<file path="src/rtl/muldiv_unit.sv">
// rtl/muldiv_unit.sv - multi-cycle signed/unsigned multiply and restoring radix-2 divide
module muldiv_unit #(
    parameter int WIDTH   = 32,
    parameter int MUL_LAT = 2
) (
    input  logic             clk,
    input  logic             resetn,
    input  logic             start,
    input  logic [1:0]       op,
    input  logic [WIDTH-1:0] a,
    input  logic [WIDTH-1:0] b,
    input  logic             cancel,
    output logic             busy,
    output logic             result_valid,
    output logic [WIDTH-1:0] result_hi,
    output logic [WIDTH-1:0] result_lo
);

    localparam int CW = (WIDTH > 1) ? $clog2(WIDTH) : 1;

    typedef enum logic [2:0] {
        S_IDLE,
        S_MUL,
        S_DIV_PREP,
        S_DIV_ITER,
        S_DIV_FIX
    } state_t;

    state_t state, state_nxt;

    logic [WIDTH-1:0]   op_a, op_b;
    logic [1:0]         op_q;
    logic [2*WIDTH-1:0] prod_q, mul_comb, mul_src, ext_a, ext_b;
    logic [1:0]         mul_cnt;
    logic [CW-1:0]      iter_cnt;
    logic [WIDTH-1:0]   mag_b, rem_q, quo_q;
    logic               q_neg, r_neg, b_zero;
    logic               is_signed, neg_a, neg_b;
    logic               accept, mul_done, iter_done;
    logic [WIDTH:0]     shifted, trial;

    assign accept    = start && !cancel && (state == S_IDLE);
    assign mul_done  = (state == S_MUL) && (mul_cnt == 2'(MUL_LAT - 1));
    assign iter_done = (state == S_DIV_ITER) && (iter_cnt == CW'(WIDTH - 1));
    assign busy      = (state != S_IDLE);

    // Operands stay latched for the whole operation, so both signed and
    // unsigned products are a plain 2*WIDTH multiply of the extended values.
    assign is_signed = ~op_q[0];
    assign neg_a     = is_signed & op_a[WIDTH-1];
    assign neg_b     = is_signed & op_b[WIDTH-1];
    assign ext_a     = {{WIDTH{neg_a}}, op_a};
    assign ext_b     = {{WIDTH{neg_b}}, op_b};
    assign mul_comb  = ext_a * ext_b;
    assign mul_src   = (MUL_LAT == 1) ? mul_comb : prod_q;

    // One restoring step: shift in the next dividend bit and try to subtract.
    assign shifted = {rem_q, quo_q[WIDTH-1]};
    assign trial   = shifted - {1'b0, mag_b};

    always_ff @(posedge clk or negedge resetn) begin
        if (!resetn) state <= S_IDLE;
        else         state <= state_nxt;
    end

    always_comb begin
        state_nxt = state;
        if (cancel && state != S_IDLE) begin
            state_nxt = S_IDLE;
        end else begin
            case (state)
                S_IDLE:     if (accept) state_nxt = op[1] ? S_DIV_PREP : S_MUL;
                S_MUL:      if (mul_done) state_nxt = S_IDLE;
                S_DIV_PREP: state_nxt = S_DIV_ITER;
                S_DIV_ITER: if (iter_done) state_nxt = S_DIV_FIX;
                S_DIV_FIX:  state_nxt = S_IDLE;
                default:    state_nxt = S_IDLE;
            endcase
        end
    end

    always_ff @(posedge clk or negedge resetn) begin
        if (!resetn) begin
            op_a         <= '0;
            op_b         <= '0;
            op_q         <= '0;
            prod_q       <= '0;
            mul_cnt      <= '0;
            iter_cnt     <= '0;
            mag_b        <= '0;
            rem_q        <= '0;
            quo_q        <= '0;
            q_neg        <= 1'b0;
            r_neg        <= 1'b0;
            b_zero       <= 1'b0;
            result_valid <= 1'b0;
            result_hi    <= '0;
            result_lo    <= '0;
        end else begin
            result_valid <= 1'b0;
            if (accept) begin
                op_a     <= a;
                op_b     <= b;
                op_q     <= op;
                mul_cnt  <= '0;
                iter_cnt <= '0;
            end
            if (!cancel) begin
                case (state)
                    S_MUL: begin
                        prod_q  <= mul_comb;
                        mul_cnt <= mul_cnt + 2'd1;
                        if (mul_done) begin
                            result_hi    <= mul_src[2*WIDTH-1:WIDTH];
                            result_lo    <= mul_src[WIDTH-1:0];
                            result_valid <= 1'b1;
                        end
                    end
                    S_DIV_PREP: begin
                        quo_q    <= neg_a ? -op_a : op_a;
                        mag_b    <= neg_b ? -op_b : op_b;
                        rem_q    <= '0;
                        q_neg    <= neg_a ^ neg_b;
                        r_neg    <= neg_a;
                        b_zero   <= (op_b == '0);
                        iter_cnt <= '0;
                    end
                    S_DIV_ITER: begin
                        if (!trial[WIDTH]) begin
                            rem_q <= trial[WIDTH-1:0];
                            quo_q <= {quo_q[WIDTH-2:0], 1'b1};
                        end else begin
                            rem_q <= shifted[WIDTH-1:0];
                            quo_q <= {quo_q[WIDTH-2:0], 1'b0};
                        end
                        iter_cnt <= iter_cnt + CW'(1);
                    end
                    S_DIV_FIX: begin
                        // Divide by zero bypasses sign fixup: all-ones quotient, dividend as remainder.
                        if (b_zero) begin
                            result_lo <= '1;
                            result_hi <= op_a;
                        end else begin
                            result_lo <= q_neg ? -quo_q : quo_q;
                            result_hi <= r_neg ? -rem_q : rem_q;
                        end
                        result_valid <= 1'b1;
                    end
                    default: ;
                endcase
            end
        end
    end

endmodule

</file>
<file path="config.mk">
export PLATFORM = sky130hd
export DESIGN_NAME = muldiv_unit
export DESIGN_NICKNAME = d
export VERILOG_FILES = /design/src/rtl/muldiv_unit.sv
export SDC_FILE = /design/constraint.sdc
export NUM_CORES = 2
export LEC_CHECK = 0
export BUFFER_PORTS_ARGS = -buffer_cell sky130_fd_sc_hd__buf_2
export CORE_MARGIN = 4
export CORE_UTILIZATION = 50
export CTS_CLUSTER_SIZE = 30
export DETAILED_ROUTE_END_ITERATION = 8
export GPL_TIMING_DRIVEN = 0
export PLACE_DENSITY = 0.69
export SLEW_MARGIN = 30
export SYNTH_ARGS = -nofsm -noshare
export SYNTH_HDL_FRONTEND = slang
export SYNTH_SLANG_ARGS = --single-unit
</file>
<file path="constraint.sdc">
create_clock -name clk -period 20.4 [get_ports clk]
set_input_delay 3.06 -clock clk [delete_from_list [all_inputs] [get_ports clk]]
set_output_delay 3.06 -clock clk [all_outputs]
set_load 0.005 [all_outputs]
</file>
After elaboration in Yosys (flattened, before gate mapping)
Index checks and enable logic that the tools add are counted.

word-level totals
  register bits after elaboration = 303
  latch bits = 0
  memory bits (writable) = 0
  ROM bits = 0
  bits of input ports = 70
  output and inout port bits = 66
  word-level logic and storage cells = 84
  memories = 0

operators by class
  $add $sub $neg = 7
  multipliers = 1
  div/mod/pow operators = 0
  $lt $le $gt $ge = 0
  equal/unequal tests = 10
  shifts and indexed selects = 0
  mux-type cells = 29
  bitwise operators = 5
  reduce and logical (&&, ||, !) cells = 16

operators with widths
  kind                                                                      count
  32-bit 2-to-1 mux                                                         9
  32-bit case mux with 2 select lines                                       4
  32-bit negator                                                            4
  33-bit by 33-bit multiplier with 64-bit output                            1
  33-bit by 32-bit subtractor with 33-bit output                            1
  32-bit logical NOT                                                        1
  3-bit 2-to-1 mux                                                          4
  3-bit case mux with 4 select lines                                        1
  5-bit 2-to-1 mux                                                          2
  5-bit case mux with 2 select lines                                        1
  3-bit by 2-bit inequality test with 1-bit output (second input constant)  3
  2-bit 2-to-1 mux                                                          4
  3-bit by 2-bit == test with 1-bit output (second input constant)          2
  2-bit AND reduction                                                       3
  3-bit AND reduction                                                       2
  5-bit by 1-bit adder with 5-bit output (second input constant)            1
  5-bit == test (second input constant)                                     1
  1-bit logical AND                                                         5
  2-bit nonzero test                                                        2
  3-bit by 1-bit == test with 1-bit output (second input constant)          1
  3-bit == test (second input constant)                                     1
  3-bit logical NOT                                                         1
  1-bit 2-to-1 mux                                                          3
  3-bit nonzero test                                                        1
  8 further kinds                                                           10

Depth between registers and ports, before layout
  depth in word-level cells = 6
  depth in mapped cells = 33

Least setup slack after synthesis
OpenSTA, ideal clock, no wires.

  path kind = register to register
  start = reg op_a[31]
  end = reg prod_q[63], in the netlist mul_src[63]
  library setup time = 133 ps
  arrival = 8761 ps
  data required time = 20267 ps
  path slack = 11506 ps
  stages on the path, launching flop included = 32
  clock period less this slack = 8894 ps
  cells stage by stage = dfrtp_1 -> clkbuf_1 -> nor2b_1 -> clkbuf_1 -> clkbuf_1 -> clkbuf_1 -> nand2_1 -> inv_1 -> fa_1 -> fa_1 -> fa_1 -> inv_1 -> fa_1 -> inv_1 -> fa_1 -> fa_1 -> inv_1 -> fa_1 -> fa_1 -> inv_1 -> ha_1 -> clkbuf_1 -> a21oi_1 -> o21ai_0 -> a21o_1 -> a221o_1 -> a21oi_1 -> nor2b_1 -> a211o_1 -> a311oi_1 -> xnor2_1 -> o21ai_0

between the ends
  word-level cells in the longest chain between the ends = 2

RTL lines
  item                                                line  text
  start: declaration                                  31    logic [WIDTH-1:0] op_a, op_b;
  start signal: assignment                            84    op_a <= '0;
  start signal: assignment                            102   op_a <= a;
  1-bit bitwise AND                                   50    assign neg_a = is_signed & op_a[WIDTH-1];
  33-bit by 33-bit multiplier with 64-bit output (*)  54    assign mul_comb = ext_a * ext_b;
  end signal: assignment                              111   prod_q <= mul_comb;
  end: declaration                                    33    logic [2*WIDTH-1:0] prod_q, mul_comb, mul_src, ext_a, ext_b;

Mark *: on every way between the ends. The rest lies on a longest branch, timed or not.
A chain may end at the register's enable or synchronous reset.

Final worst setup path
  start = reg op_a[31]
  end = reg prod_q[62], in the netlist mul_src[62]

Same word-level chain as after synthesis.

==> tab_implementation.tex <==
\begin{tabular}{lr}
\hline
Metric & Value \\
\hline
\multicolumn{2}{l}{\textbf{Drt}} \\
Drt wl/cell & between 20 and 30 um \\
First-pass iteration count of the detailed router & 5 \\
Via count & around 44k \\
Antenna viol nets, final & 0 \\
DR iter-0 viols & between 4k and 5k \\
Routed via count divided by cell count & roughly 5.8 \\
Total wire length & between 200,000 and 250,000 um \\
Drt drc & 0 \\
\multicolumn{2}{l}{\textbf{Placement}} \\
Quantity of I/O buffers inserted on ports & $\sim$140 \\
DP HPWL & approximately 170,000 um \\
RD Place Congestion & 1.06 \\
\multicolumn{2}{l}{\textbf{Die}} \\
Core Footprint & 0.108 sq mm \\
Area of the die & 0.114 sq mm \\
Number of top-level design ports & 136 \\
Die X & between 300 and 400 um \\
Starting utilization of the core area & about half \\
Die H & 338 um \\
Row count & 120 \\
\multicolumn{2}{l}{\textbf{STA}} \\
Final setup TNS & 0 ns \\
Worst setup skew after layout & 0.0422 ns \\
Final hold vios & 0 \\
Highest clock rate & slightly above 80 MHz \\
Final critical delay including setup and external delays & 12.37 ns \\
Unrepaired setup endpoints after global routing & false \\
Final period util & between 60\% and 70\% \\
Number of setup violations in the final report & 0 \\
Worst slew slack as a fraction of its limit & 21.0\% \\
Measured slew at the worst slew-check pin & between 1 and 1.5 ns \\
Final Max Tran Viols & 0 \\
\multicolumn{2}{l}{\textbf{Worst setup path}} \\
Setup slack on the worst flop-to-flop path & about 8 ns \\
Worst-path maximum fanout & 10 \\
Critical path buffer and inverter count & 10 \\
Type of origin of the critical path & flop \\
CP delay by family, top & adder cells \\
Data arrival, critical path & 12.82 ns \\
Most prevalent standard cell on the critical path & sky130\_fd\_sc\_hd\_\_fa\_1 \\
Slowest cell on crit path & sky130\_fd\_sc\_hd\_\_clkbuf\_1 \\
Delay of the slowest cell on the worst path & 0.84 ns \\
CP Class & flop to flop \\
Worst endpoint required time & between 20 and 25 ns \\
Endpoint type of the worst setup path & flop \\
\multicolumn{2}{l}{\textbf{Clock tree}} \\
Setup bufs post-CTS & 0 \\
CTS Hold Bufs & 0 \\
Count of H-tree levels built during CTS & 1 \\
Inserted Clock Buffers & 28 \\
Clock transition at the registers of the reported paths & about 0.070 ns \\
Clock tree from TritonCTS & yes \\
Sink count of the clock tree & $\sim$300 \\
Bufs on Longest Clock Path & 3 \\
Post-cts sizing count & 0 \\
Root Driver & sky130\_fd\_sc\_hd\_\_clkbuf\_16 \\
Latest clock arrival within the worst-skew pair & around 0.60 ns \\
\multicolumn{2}{l}{\textbf{Global routing}} \\
GR Overflow Total & 0 \\
Global-route usage over all layers & 36.7\% \\
Initial antenna violation count & 22 \\
Pin count of the biggest net entering global routing & 84 \\
Routing usage on met3 & a little over a tenth \\
Top Usage Layer GRT & met2 \\
Fraction of met2 tracks used by global routing & roughly 56\% \\
First-pass GRT wire length & 304,000 um \\
Via count of the first global-routing pass & approximately 46k \\
Met1 track demand over resource & between 40\% and 50\% \\
\multicolumn{2}{l}{\textbf{Synth}} \\
Top FF cell, synth & sky130\_fd\_sc\_hd\_\_dfrtp\_1 \\
Netlist Area Pre-Place & about 0.054 sq mm \\
Yosys warns & 0 \\
Most numerous cell types in the synthesized netlist & sky130\_fd\_sc\_hd\_\_inv\_1 (1,144), sky130\_fd\_sc\_hd\_\_fa\_1 (1,126), sky130\_fd\_sc\_hd\_\_nand2\_1 (1,051) \\
Area share of the largest cell type after synthesis & between 40\% and 50\% \\
Post-Synthesis Net Count & between 7k and 8k \\
Dominant cell by count in the synthesized netlist & sky130\_fd\_sc\_hd\_\_inv\_1 \\
Gate Count Post-Synth & approximately 6.0k \\
Biggest area contributors in the synthesized netlist & sky130\_fd\_sc\_hd\_\_fa\_1 (41\%), sky130\_fd\_sc\_hd\_\_dfrtp\_1 (14\%), sky130\_fd\_sc\_hd\_\_inv\_1 (7.9\%), sky130\_fd\_sc\_hd\_\_nand2\_1 (7.2\%), sky130\_fd\_sc\_hd\_\_ha\_1 (5.8\%) \\
Cell variety after synth & 70 \\
Share of async-settable or async-resettable flops after synthesis & 100\% \\
Dominant cell type by area after synthesis & sky130\_fd\_sc\_hd\_\_fa\_1 \\
Number of enable-type register cells in the synthesized netlist & 0 \\
Sequential fraction of the synthesis area & $\sim$14\% \\
Mean instance size in the synthesized netlist & roughly 9 sq um \\
Flip-flop and latch count after synthesis & roughly 300 \\
\multicolumn{2}{l}{\textbf{Cells and area}} \\
Proportion of layout cells with a drive suffix above 1 & under 10\% \\
Area growth from synthesis to layout & 7.12\% \\
Final Net Count & between 7k and 8k \\
\multicolumn{2}{l}{\textbf{Job}} \\
Count of max-cap constraint violations & 0 \\
\multicolumn{2}{l}{\textbf{Run status}} \\
Run status & finished clean \\
\multicolumn{2}{l}{\textbf{Min path}} \\
Min-Delay Path Class & flop to flop \\
\hline
\end{tabular}
-- final cells by class --
class	instances	area, sq um
well taps	1403	1760
fillers	9921	49300
diodes	19	47.5
multi-input cells	4205	41100
repair buffers	150	1000
flip-flops and latches	303	7580
clock inverters	21	249
clock buffers	31	732
plain buffers	384	1590
inverters	1144	4290
-- state kept, by name (all words and copies together) (netlist names) --
signal        count
mul_cnt           2
op_b             32
quo_q            32
iter_cnt          5
b_zero            1
op_q              1
result_valid      1
result_hi        32
op_a             32
r_neg             1
state             3
result_lo        32
mag_b            32
mul_src          64
q_neg             1
rem_q            32
-- through the flow --
stage / cells / hold slack (ns) / setup slack, ns / utilization [%] / area (sq um)
3_5_place_dp: 7588 / 0.466 / 7.96 / 53.2 / 57300
3_3_place_gp: 7574 / 0.455 / 7.54 / 52.8 / 56900
2_1_floorplan: 6036 / 0.439 / 11.51 / - / 54500
6_report: 7660 / 0.476 / 8.03 / 54.2 / 58300
4_1_cts: 7640 / 0.482 / 7.93 / 54.1 / 58300
5_1_grt: 7644 / 0.499 / 7.73 / 54.1 / 58300
-- metal layers --
metal  vias to the layer above  wire length (um)  share of wire [%]
li1                      18600                 -                  -
met1                     22800             78900                 38
met4                         4             14900                7.2
met2                      2479             89200                 43
met5                         -                23              0.011
met3                       583             23000                 11
-- path summary, 6_finish.rpt --
path                               start            end  cells past startpoint
max in group asynchronous         resetn  result_hi[14]                      4
hold reg to reg            result_lo[21]  result_lo[21]                      2
setup reg to reg                op_a[31]    mul_src[62]                     31
hold / removal             result_lo[21]  result_lo[21]                      2
setup / recovery                op_a[31]    mul_src[62]                     31
min in group asynchronous         resetn  result_lo[24]                      1
-- logic make-up (layout without fill, tap and decap cells) --
family / Yosys count / in the layout / share of synthesized area [%]
simple gates: 1801 / 1801 / 15.1
buf+inv: 1528 / 1730 / 10.7
fa+ha+maj: 1377 / 1377 / 47.2
compound gates: 716 / 716 / 7.80
flops: 303 / 303 / 13.9
xor+xnor: 212 / 212 / 3.41
mux: 99 / 99 / 1.97
other cells: 0 / 19 / 0
-- cells in the final DEF (no fill, tap or decap), types with 66 or more instances in the layout --
cell / count
sky130_fd_sc_hd__inv_1: 1144
sky130_fd_sc_hd__fa_1: 1124
sky130_fd_sc_hd__nand2_1: 1051
sky130_fd_sc_hd__and2_1: 370
sky130_fd_sc_hd__o21ai_0: 323
sky130_fd_sc_hd__dfrtp_1: 303
sky130_fd_sc_hd__clkbuf_1: 253
sky130_fd_sc_hd__ha_1: 251
sky130_fd_sc_hd__nor2_1: 164
sky130_fd_sc_hd__buf_2: 138
sky130_fd_sc_hd__a21oi_1: 128
sky130_fd_sc_hd__xnor2_1: 127
sky130_fd_sc_hd__xor2_1: 85
sky130_fd_sc_hd__mux2_2: 67
sky130_fd_sc_hd__buf_1: 66
-- worst reg2reg max path: cells and delay by family (launching register included) --
family,cells,cell delay (ns)
DFF,1,0.35
buffers and inverters,10,4.04
AOI/OAI and AO/OA,6,1.37
and+or+nand+nor,5,1.66
adders and majority gates,9,4.58
xor gates and xnor gates,1,0.22
Power is not shown: default switching activity piles up to over one toggle a cycle in this logic, so the estimate is an artifact.
